<file path="config.mk">
export PLATFORM = sky130hd
export DESIGN_NAME = cmp_window_stats
export DESIGN_NICKNAME = d
export VERILOG_FILES = /design/src/rtl/cmp_pkg.sv /design/src/rtl/cmp_core.sv /design/src/rtl/cmp_window_stats.sv
export SDC_FILE = /design/constraint.sdc
export NUM_CORES = 1
export LEC_CHECK = 0
export CORE_UTILIZATION = 40
export CTS_BUF_LIST = sky130_fd_sc_hd__clkbuf_8 sky130_fd_sc_hd__clkbuf_16
export DETAILED_ROUTE_END_ITERATION = 7
export GPL_TIMING_DRIVEN = 0
export PLACE_DENSITY_LB_ADDON = 0.1
export SETUP_SLACK_MARGIN = 0.2
export SLEW_MARGIN = 20
export SYNTH_ARGS = -nofsm -noshare
export SYNTH_HDL_FRONTEND = slang
export SYNTH_SLANG_ARGS = --single-unit
</file>
<file path="constraint.sdc">
create_clock -name clk -period 1.96 [get_ports clk]
set_clock_uncertainty 0.15 [all_clocks]
set_input_delay 0.294 -clock clk [delete_from_list [all_inputs] [get_ports clk]]
set_output_delay 0.294 -clock clk [all_outputs]
set_load 0.01 [all_outputs]
</file>
<file path="src/rtl/cmp_pkg.sv">
// -----------------------------------------------------------------------------
// cmp_pkg
// Shared definitions for the cmp_window_stats block.
//   state_t        : window FSM state (ACCUM collects pairs, HOLD presents a
//                    finished summary until downstream takes it)
//   WIDTH_DEFAULT  : default operand width for cmp_core / cmp_window_stats
// Optional feature macro used by the block: CMP_WINDOW_MAXDIFF_EN
// -----------------------------------------------------------------------------
package cmp_pkg;

  localparam int WIDTH_DEFAULT = 8;

  typedef enum logic {
    ACCUM = 1'b0,
    HOLD  = 1'b1
  } state_t;

endpackage : cmp_pkg

</file>
<file path="src/rtl/cmp_core.sv">
// -----------------------------------------------------------------------------
// cmp_core
// Purely combinational unsigned compare of two WIDTH-bit operands.
// Ports:
//   a, b      in   WIDTH  unsigned operands
//   gt        out  1      a > b
//   lt        out  1      a < b
//   eq        out  1      a == b
//   abs_diff  out  WIDTH  |a - b|  (present only with CMP_WINDOW_MAXDIFF_EN)
// Configuration macro: CMP_WINDOW_MAXDIFF_EN adds the subtractor and the
// abs_diff port; without it no subtractor exists in this module.
// -----------------------------------------------------------------------------
module cmp_core
  import cmp_pkg::*;
#(
  parameter int WIDTH = WIDTH_DEFAULT
) (
  input  logic [WIDTH-1:0] a,
  input  logic [WIDTH-1:0] b,
  output logic             gt,
  output logic             lt,
  output logic             eq
`ifdef CMP_WINDOW_MAXDIFF_EN
  ,
  output logic [WIDTH-1:0] abs_diff
`endif
);

  assign gt = (a > b);
  assign lt = (a < b);
  assign eq = (a == b);

`ifdef CMP_WINDOW_MAXDIFF_EN
  // Subtract the smaller from the larger so the result never underflows.
  assign abs_diff = gt ? (a - b) : (b - a);
`endif

endmodule : cmp_core

</file>
<file path="src/rtl/cmp_window_stats.sv">
// -----------------------------------------------------------------------------
// cmp_window_stats
// Compares a stream of operand pairs {a,b} and summarises each window of up to
// WIN pairs: how many had a>b, a<b, a==b, the number of pairs and (optionally)
// the largest |a-b|. A window closes when it reaches WIN pairs or on flush
// (if it holds at least one pair); the summary is then held until out_ready.
// Ports:
//   clk        in   1      clock, rising edge
//   rst        in   1      synchronous active-high reset
//   in_valid   in   1      pair {a,b} valid
//   in_ready   out  1      pair accepted this cycle when in_valid
//   a, b       in   WIDTH  unsigned operands
//   flush      in   1      close the current partial window
//   out_valid  out  1      summary valid
//   out_ready  in   1      downstream takes the summary
//   cnt_gt/lt/eq out CNT_W per-window compare counts
//   n_samples  out  CNT_W  pairs in the window
//   max_diff   out  WIDTH  largest |a-b| in the window, 0 without the macro
// Configuration macro: CMP_WINDOW_MAXDIFF_EN enables max_diff tracking.
// -----------------------------------------------------------------------------
module cmp_window_stats
  import cmp_pkg::*;
#(
  parameter  int WIDTH = WIDTH_DEFAULT,
  parameter  int WIN   = 16,
  localparam int CNT_W = $clog2(WIN + 1)
) (
  input  logic             clk,
  input  logic             rst,
  input  logic             in_valid,
  output logic             in_ready,
  input  logic [WIDTH-1:0] a,
  input  logic [WIDTH-1:0] b,
  input  logic             flush,
  output logic             out_valid,
  input  logic             out_ready,
  output logic [CNT_W-1:0] cnt_gt,
  output logic [CNT_W-1:0] cnt_lt,
  output logic [CNT_W-1:0] cnt_eq,
  output logic [CNT_W-1:0] n_samples,
  output logic [WIDTH-1:0] max_diff
);

  localparam logic [CNT_W-1:0] WIN_C = CNT_W'(WIN);
  localparam logic [CNT_W-1:0] ONE_C = CNT_W'(1);

  // ---------------------------------------------------------------------------
  // Compare datapath
  // ---------------------------------------------------------------------------
  logic is_gt, is_lt, is_eq;

`ifdef CMP_WINDOW_MAXDIFF_EN
  logic [WIDTH-1:0] abs_diff;
`endif

  cmp_core #(
    .WIDTH (WIDTH)
  ) u_core (
    .a        (a),
    .b        (b),
    .gt       (is_gt),
    .lt       (is_lt),
    .eq       (is_eq)
`ifdef CMP_WINDOW_MAXDIFF_EN
    ,
    .abs_diff (abs_diff)
`endif
  );

  // ---------------------------------------------------------------------------
  // State
  // ---------------------------------------------------------------------------
  state_t           state_q,     state_d;
  logic             in_ready_q,  in_ready_d;
  logic             out_valid_q, out_valid_d;
  logic [CNT_W-1:0] cnt_gt_q,    cnt_gt_d;
  logic [CNT_W-1:0] cnt_lt_q,    cnt_lt_d;
  logic [CNT_W-1:0] cnt_eq_q,    cnt_eq_d;
  logic [CNT_W-1:0] n_q,         n_d;
`ifdef CMP_WINDOW_MAXDIFF_EN
  logic [WIDTH-1:0] max_q,       max_d;
`endif

  logic accept;

  // in_ready_q is 1 exactly in ACCUM, so it doubles as the accept qualifier.
  assign accept = in_valid && in_ready_q;

  // ---------------------------------------------------------------------------
  // Next-state logic
  // ---------------------------------------------------------------------------
  always_comb begin
    // NOTE: every _d gets a default first so no path leaves one unassigned,
    // which would otherwise infer a latch; blocking '=' is correct here.
    state_d     = state_q;
    in_ready_d  = in_ready_q;
    out_valid_d = out_valid_q;
    cnt_gt_d    = cnt_gt_q;
    cnt_lt_d    = cnt_lt_q;
    cnt_eq_d    = cnt_eq_q;
    n_d         = n_q;
`ifdef CMP_WINDOW_MAXDIFF_EN
    max_d       = max_q;
`endif

    unique case (state_q)
      ACCUM: begin
        if (accept) begin
          if (is_gt) cnt_gt_d = cnt_gt_q + ONE_C;
          if (is_lt) cnt_lt_d = cnt_lt_q + ONE_C;
          if (is_eq) cnt_eq_d = cnt_eq_q + ONE_C;
          n_d = n_q + ONE_C;
`ifdef CMP_WINDOW_MAXDIFF_EN
          if (abs_diff > max_q) max_d = abs_diff;
`endif
        end
        // n_d already includes a same-cycle accept, so a flush arriving with
        // the first pair still closes a one-sample window, and a full window
        // closes without ever letting the count pass WIN.
        if ((n_d == WIN_C) || (flush && (n_d != '0))) begin
          state_d     = HOLD;
          in_ready_d  = 1'b0;
          out_valid_d = 1'b1;
        end
      end

      HOLD: begin
        // Summary is frozen until taken; flush and in_valid have no effect.
        if (out_ready) begin
          state_d     = ACCUM;
          in_ready_d  = 1'b1;
          out_valid_d = 1'b0;
          cnt_gt_d    = '0;
          cnt_lt_d    = '0;
          cnt_eq_d    = '0;
          n_d         = '0;
`ifdef CMP_WINDOW_MAXDIFF_EN
          max_d       = '0;
`endif
        end
      end

      default: begin
        state_d = ACCUM;
      end
    endcase
  end

  // ---------------------------------------------------------------------------
  // Registers
  // ---------------------------------------------------------------------------
  always_ff @(posedge clk) begin
    // NOTE: reset is synchronous (sampled only on the clock edge) and takes
    // priority over every other input in the same cycle.
    if (rst) begin
      state_q     <= ACCUM;
      in_ready_q  <= 1'b1;
      out_valid_q <= 1'b0;
      cnt_gt_q    <= '0;
      cnt_lt_q    <= '0;
      cnt_eq_q    <= '0;
      n_q         <= '0;
`ifdef CMP_WINDOW_MAXDIFF_EN
      max_q       <= '0;
`endif
    end else begin
      state_q     <= state_d;
      in_ready_q  <= in_ready_d;
      out_valid_q <= out_valid_d;
      cnt_gt_q    <= cnt_gt_d;
      cnt_lt_q    <= cnt_lt_d;
      cnt_eq_q    <= cnt_eq_d;
      n_q         <= n_d;
`ifdef CMP_WINDOW_MAXDIFF_EN
      max_q       <= max_d;
`endif
    end
  end

  // ---------------------------------------------------------------------------
  // Outputs (all driven straight from registers)
  // ---------------------------------------------------------------------------
  assign in_ready  = in_ready_q;
  assign out_valid = out_valid_q;
  assign cnt_gt    = cnt_gt_q;
  assign cnt_lt    = cnt_lt_q;
  assign cnt_eq    = cnt_eq_q;
  assign n_samples = n_q;

`ifdef CMP_WINDOW_MAXDIFF_EN
  assign max_diff = max_q;
`else
  assign max_diff = '0;
`endif

endmodule : cmp_window_stats
</file>
==> results by group <==
Global routing
  • Largest net degree at the start of global routing: 14
  • Vias in the first global route: roughly 1,400
  • Total track usage: between 20% and 30%
  • Grt total ovfl: 0
  • Antenna violations before repair: 0
  • Global-route wire length before repair: between 5000 and 6000 µm

Worst setup path
  • CP arrival: about 1.9 ns
  • Kind of critical path: input port to register
  • Crit path capture type: register
  • Slowest-stage cell, CP: ha_4
  • Slowest Stage Delay on Critical Path: approximately 0.27 ns
  • Worst r2r src: in_ready
  • Worst reg2reg endpoint: in_ready
  • Family with the most delay on the worst path: compound AO/OA/AOI/OAI gates
  • CP required: ~2.0 ns
  • Reg2Reg Depth: 5
  • Crit path cell chain: buf_4 -> inv_6 -> ha_4 -> nand4_4 -> nor4b_2 -> a21bo_1 -> buf_6 -> buf_4 -> a21o_2 -> a21oi_2
  • Crit Path Max Fanout: 6
  • Worst path bufs/invs: 4
  • Startpoint Class: input port
  • Most frequent CP cell: buf_4
  • FF-to-FF setup slack: roughly 0.14 ns

STA
  • Tcrit/Tclk final: 93.1%
  • Slew @ Worst Pin: around 0.60 ns
  • Setup TNS: 0 ns
  • # setup viols final: 0
  • Post-layout min period: ~1.8 ns
  • Max-Slew Margin vs Limit: roughly 60%
  • Final hold violation count: 0
  • Final hold slack: 0.327 ns
  • RSZ-0062 raised after global routing: yes
  • Final Max Tran Viols: 0
  • F_max: roughly 550 MHz

Synthesis
  • Number of synthesized flops with an enable pin: 0
  • Ys async rst share: 0%
  • Top FF cell, synth: dfxtp_1
  • Mux share of post-synthesis cell area: ~2.1%
  • Adder-Cell Fraction of Synth Area: 10.5%
  • Synth Area in Compound Gates: between 20% and 30%
  • Synth Area in Simple Gates: a little over a fifth
  • Library cells used by synthesis: 43
  • Combinational family with the most area after synthesis: compound AO/OA/AOI/OAI gates
  • Register area share after synthesis: about a third
  • Yosys reg bits: 23
  • Synth Area per Inst: between 8 and 9 µm²
  • Synth Area in XOR/XNOR: 3.66%
  • Ys Warns: 0
  • Post-Synthesis Cells: between 150 and 200
  • Mapped Area: 0.00144 mm²

Run status
  • Status: finished, final reports clean

Floorplan
  • Die Y: between 60 and 70 µm
  • IO Count: 51
  • Core area: ~0.0034 mm²
  • Die Wd: 61.9 µm
  • Starting density of the core: about 42%
  • Row count: 21
  • Die ar.: 0.00383 mm²

Min path
  • Hold path endpoint: out_valid
  • Worst hold path depth: 2
  • Worst hold-check path type: register to register
  • HP Start: out_valid

Clock network
  • Clk root buf: clkbuf_8
  • Worst-path clk slew: around 0.080 ns
  • Worst-skew pair later-pin latency: ~0.26 ns
  • Max Root-Sink Buffers: 2
  • Clock Sink Count: 23
  • CTS tree: yes
  • H-tree Lvls: 1
  • Total CTS buffers: 3

Placed design
  • Area post-placement: between 0.002 and 0.0025 mm²
  • Detailed-placement wirelength estimate: around 2600 µm
  • PortBufs: 42
  • Routability cong.: between 0.7 and 0.8

Route
  • Vias per inst: 5.26
  • Pre-Repair DR Iteration Count: 4
  • # DRC: 0
  • DRT Wirelength: between 3000 and 4000 µm
  • Post-route ant nets: 0
  • DRT iter0 DRCs: 63
  • Vias: approximately 1,500
  • WL/cell: approximately 14 µm

Finish
  • # fillers: between 200 and 300
  • Layout Nets: approximately 270
  • Multi-input combinational cell area: 0.00108 mm²
  • N_diodes: 0
  • Area grow syn2layout: 61.1%
  • Layout cells sized above 1: between 30% and 40%
  • Design area: approximately 0.0023 mm²
  • Area occupied by registers: approximately 470 µm²

Power
  • Clock power frac: a little under a quarter
  • Pleak: 0.911 nW
  • P_sw: 0.406 mW
  • Comb pwr share: 35.7%
  • Sequential power share: roughly two fifths
  • Max rail drop VDD: 364 µV
  • Switching share of power: around a third
  • Pwr Density: about 550 mW/mm²
  • Final Total Pwr: 1.28 mW
  • Pint: ~0.87 mW

Flow run
  • Max Cap Viol: 0
Yosys cell counts, drive strengths merged (4+ instances only):
master	n	area share, %
a21oi	19	6.6
buf	11	5.6
dfxtp	23	32
ha	12	10
inv	11	2.9
nand2	15	4.4
nand3	6	2.1
nand4	6	3.7
nor2	15	3.9
o211ai	4	2.1
o21ai	4	1.4
o31ai	4	2.1
xor2	5	3.0
cells by family (layout without fill, tap and decap cells):
kind of cell	Yosys count	in the layout
AND/OR/NAND/NOR	55	55
buffers and inverters	25	88
other	1	8
XOR/XNOR	6	6
multiplexers	3	3
AO/OA/AOI/OAI	45	45
flip-flops	23	23
adder cells (fa/ha/maj)	12	12
cell type report:
| cell class | instances | area share, % |
|---|---|---|
| Buffer | 14 | 4.54 |
| Clock buffer | 3 | 1.78 |
| Clock inverter | 1 | 0.216 |
| Inverter | 11 | 2.54 |
| Multi-Input combinational cell | 129 | 46.9 |
| Sequential cell | 23 | 20.4 |
| Tap cell | 46 | 2.49 |
| Timing Repair Buffer | 59 | 21.1 |
routing by layer:
metal	share of wire, %	global-route usage, %	vias to the layer above
met5	0	0	-
met4	1.8	6.03	0
met3	3.6	3.93	8
met2	54	41.2	46
met1	40	21.6	711
li1	-	-	739
placed cells by master, fill, tap and decap left out, types with 2 or more instances in the layout:
master,synthesis,layout
buf_4,8,27
clkdlybuf4s50_1,0,24
dfxtp_1,23,19
nor2_1,15,15
nand2_1,14,13
a21oi_1,19,13
buf_2,1,13
ha_4,0,9
conb_1,1,8
inv_2,0,6
nand4_1,5,5
a21oi_2,0,5
nand3_1,6,5
o211ai_1,4,4
xor2_1,5,4
clkbuf_8,0,4
inv_1,11,3
nand2b_1,3,3
o21ai_1,2,3
o31ai_1,4,3
or4_1,3,3
ha_1,12,3
dfxtp_4,0,3
nand2_4,1,2
mux2i_1,3,2
o22a_1,2,2
buf_6,1,2
a2111o_1,2,2
or3_1,2,2
what timing repair did:
item | 4_1_cts | 5_1_grt
hold buffers | 0 | 0
pin swaps | 16 | 7
buffers inserted | 12 | 5
endpoints found under the setup margin | 18 | 15
gates resized for setup | 85 | 16
stage by stage:
| stage | setup WS [ns] | util [%] | cells |
|---|---|---|---|
| global placement | -0.668 | 60.3 | 265 |
| finish | 0.136 | 68.3 | 286 |
| detailed placement | -0.704 | 60.3 | 265 |
| CTS | 0.113 | 65.2 | 281 |
| global route | 0.0844 | 68.3 | 286 |
| floorplan | 0.0542 | - | 177 |
worst reg2reg max path: cells and delay by family, from the launching register on:
family | cells | cell delay, ns
buf+inv | 1 | 0.16
flops | 1 | 0.36
compound gates | 3 | 0.84
mux | 1 | 0.20
registers in the layout, summed over array words and instances (netlist names):
signal	count
in_ready	1
out_valid	1
cnt_eq	5
cnt_lt	5
cnt_gt	5
n_samples	5
state_q	1
worst max-delay path by stage:
stage	from	endpoint	slack, ns	cells past startpoint
detailed placement	b[7]	cnt_eq[4]	-0.70	8
floorplan	b[3]	cnt_eq[3]	0.05	7
CTS	b[7]	cnt_gt[4]	0.11	9
global route	in_valid	cnt_gt[4]	0.08	7
finish	b[5]	cnt_gt[0]	0.14	10
global placement	b[7]	cnt_gt[4]	-0.67	9
power groups by stage:
stage / Combinational [mW] / Clock (mW) / Sequential (mW)
floorplan: 0.207 / 0 / 0.541
global placement: 0.341 / 0 / 0.534
detailed placement: 0.350 / 0 / 0.537
CTS: 0.399 / 0.296 / 0.529
global route: 0.494 / 0.318 / 0.529
finish: 0.456 / 0.296 / 0.525
No activity file was read; power rests on OpenSTA's default activity.
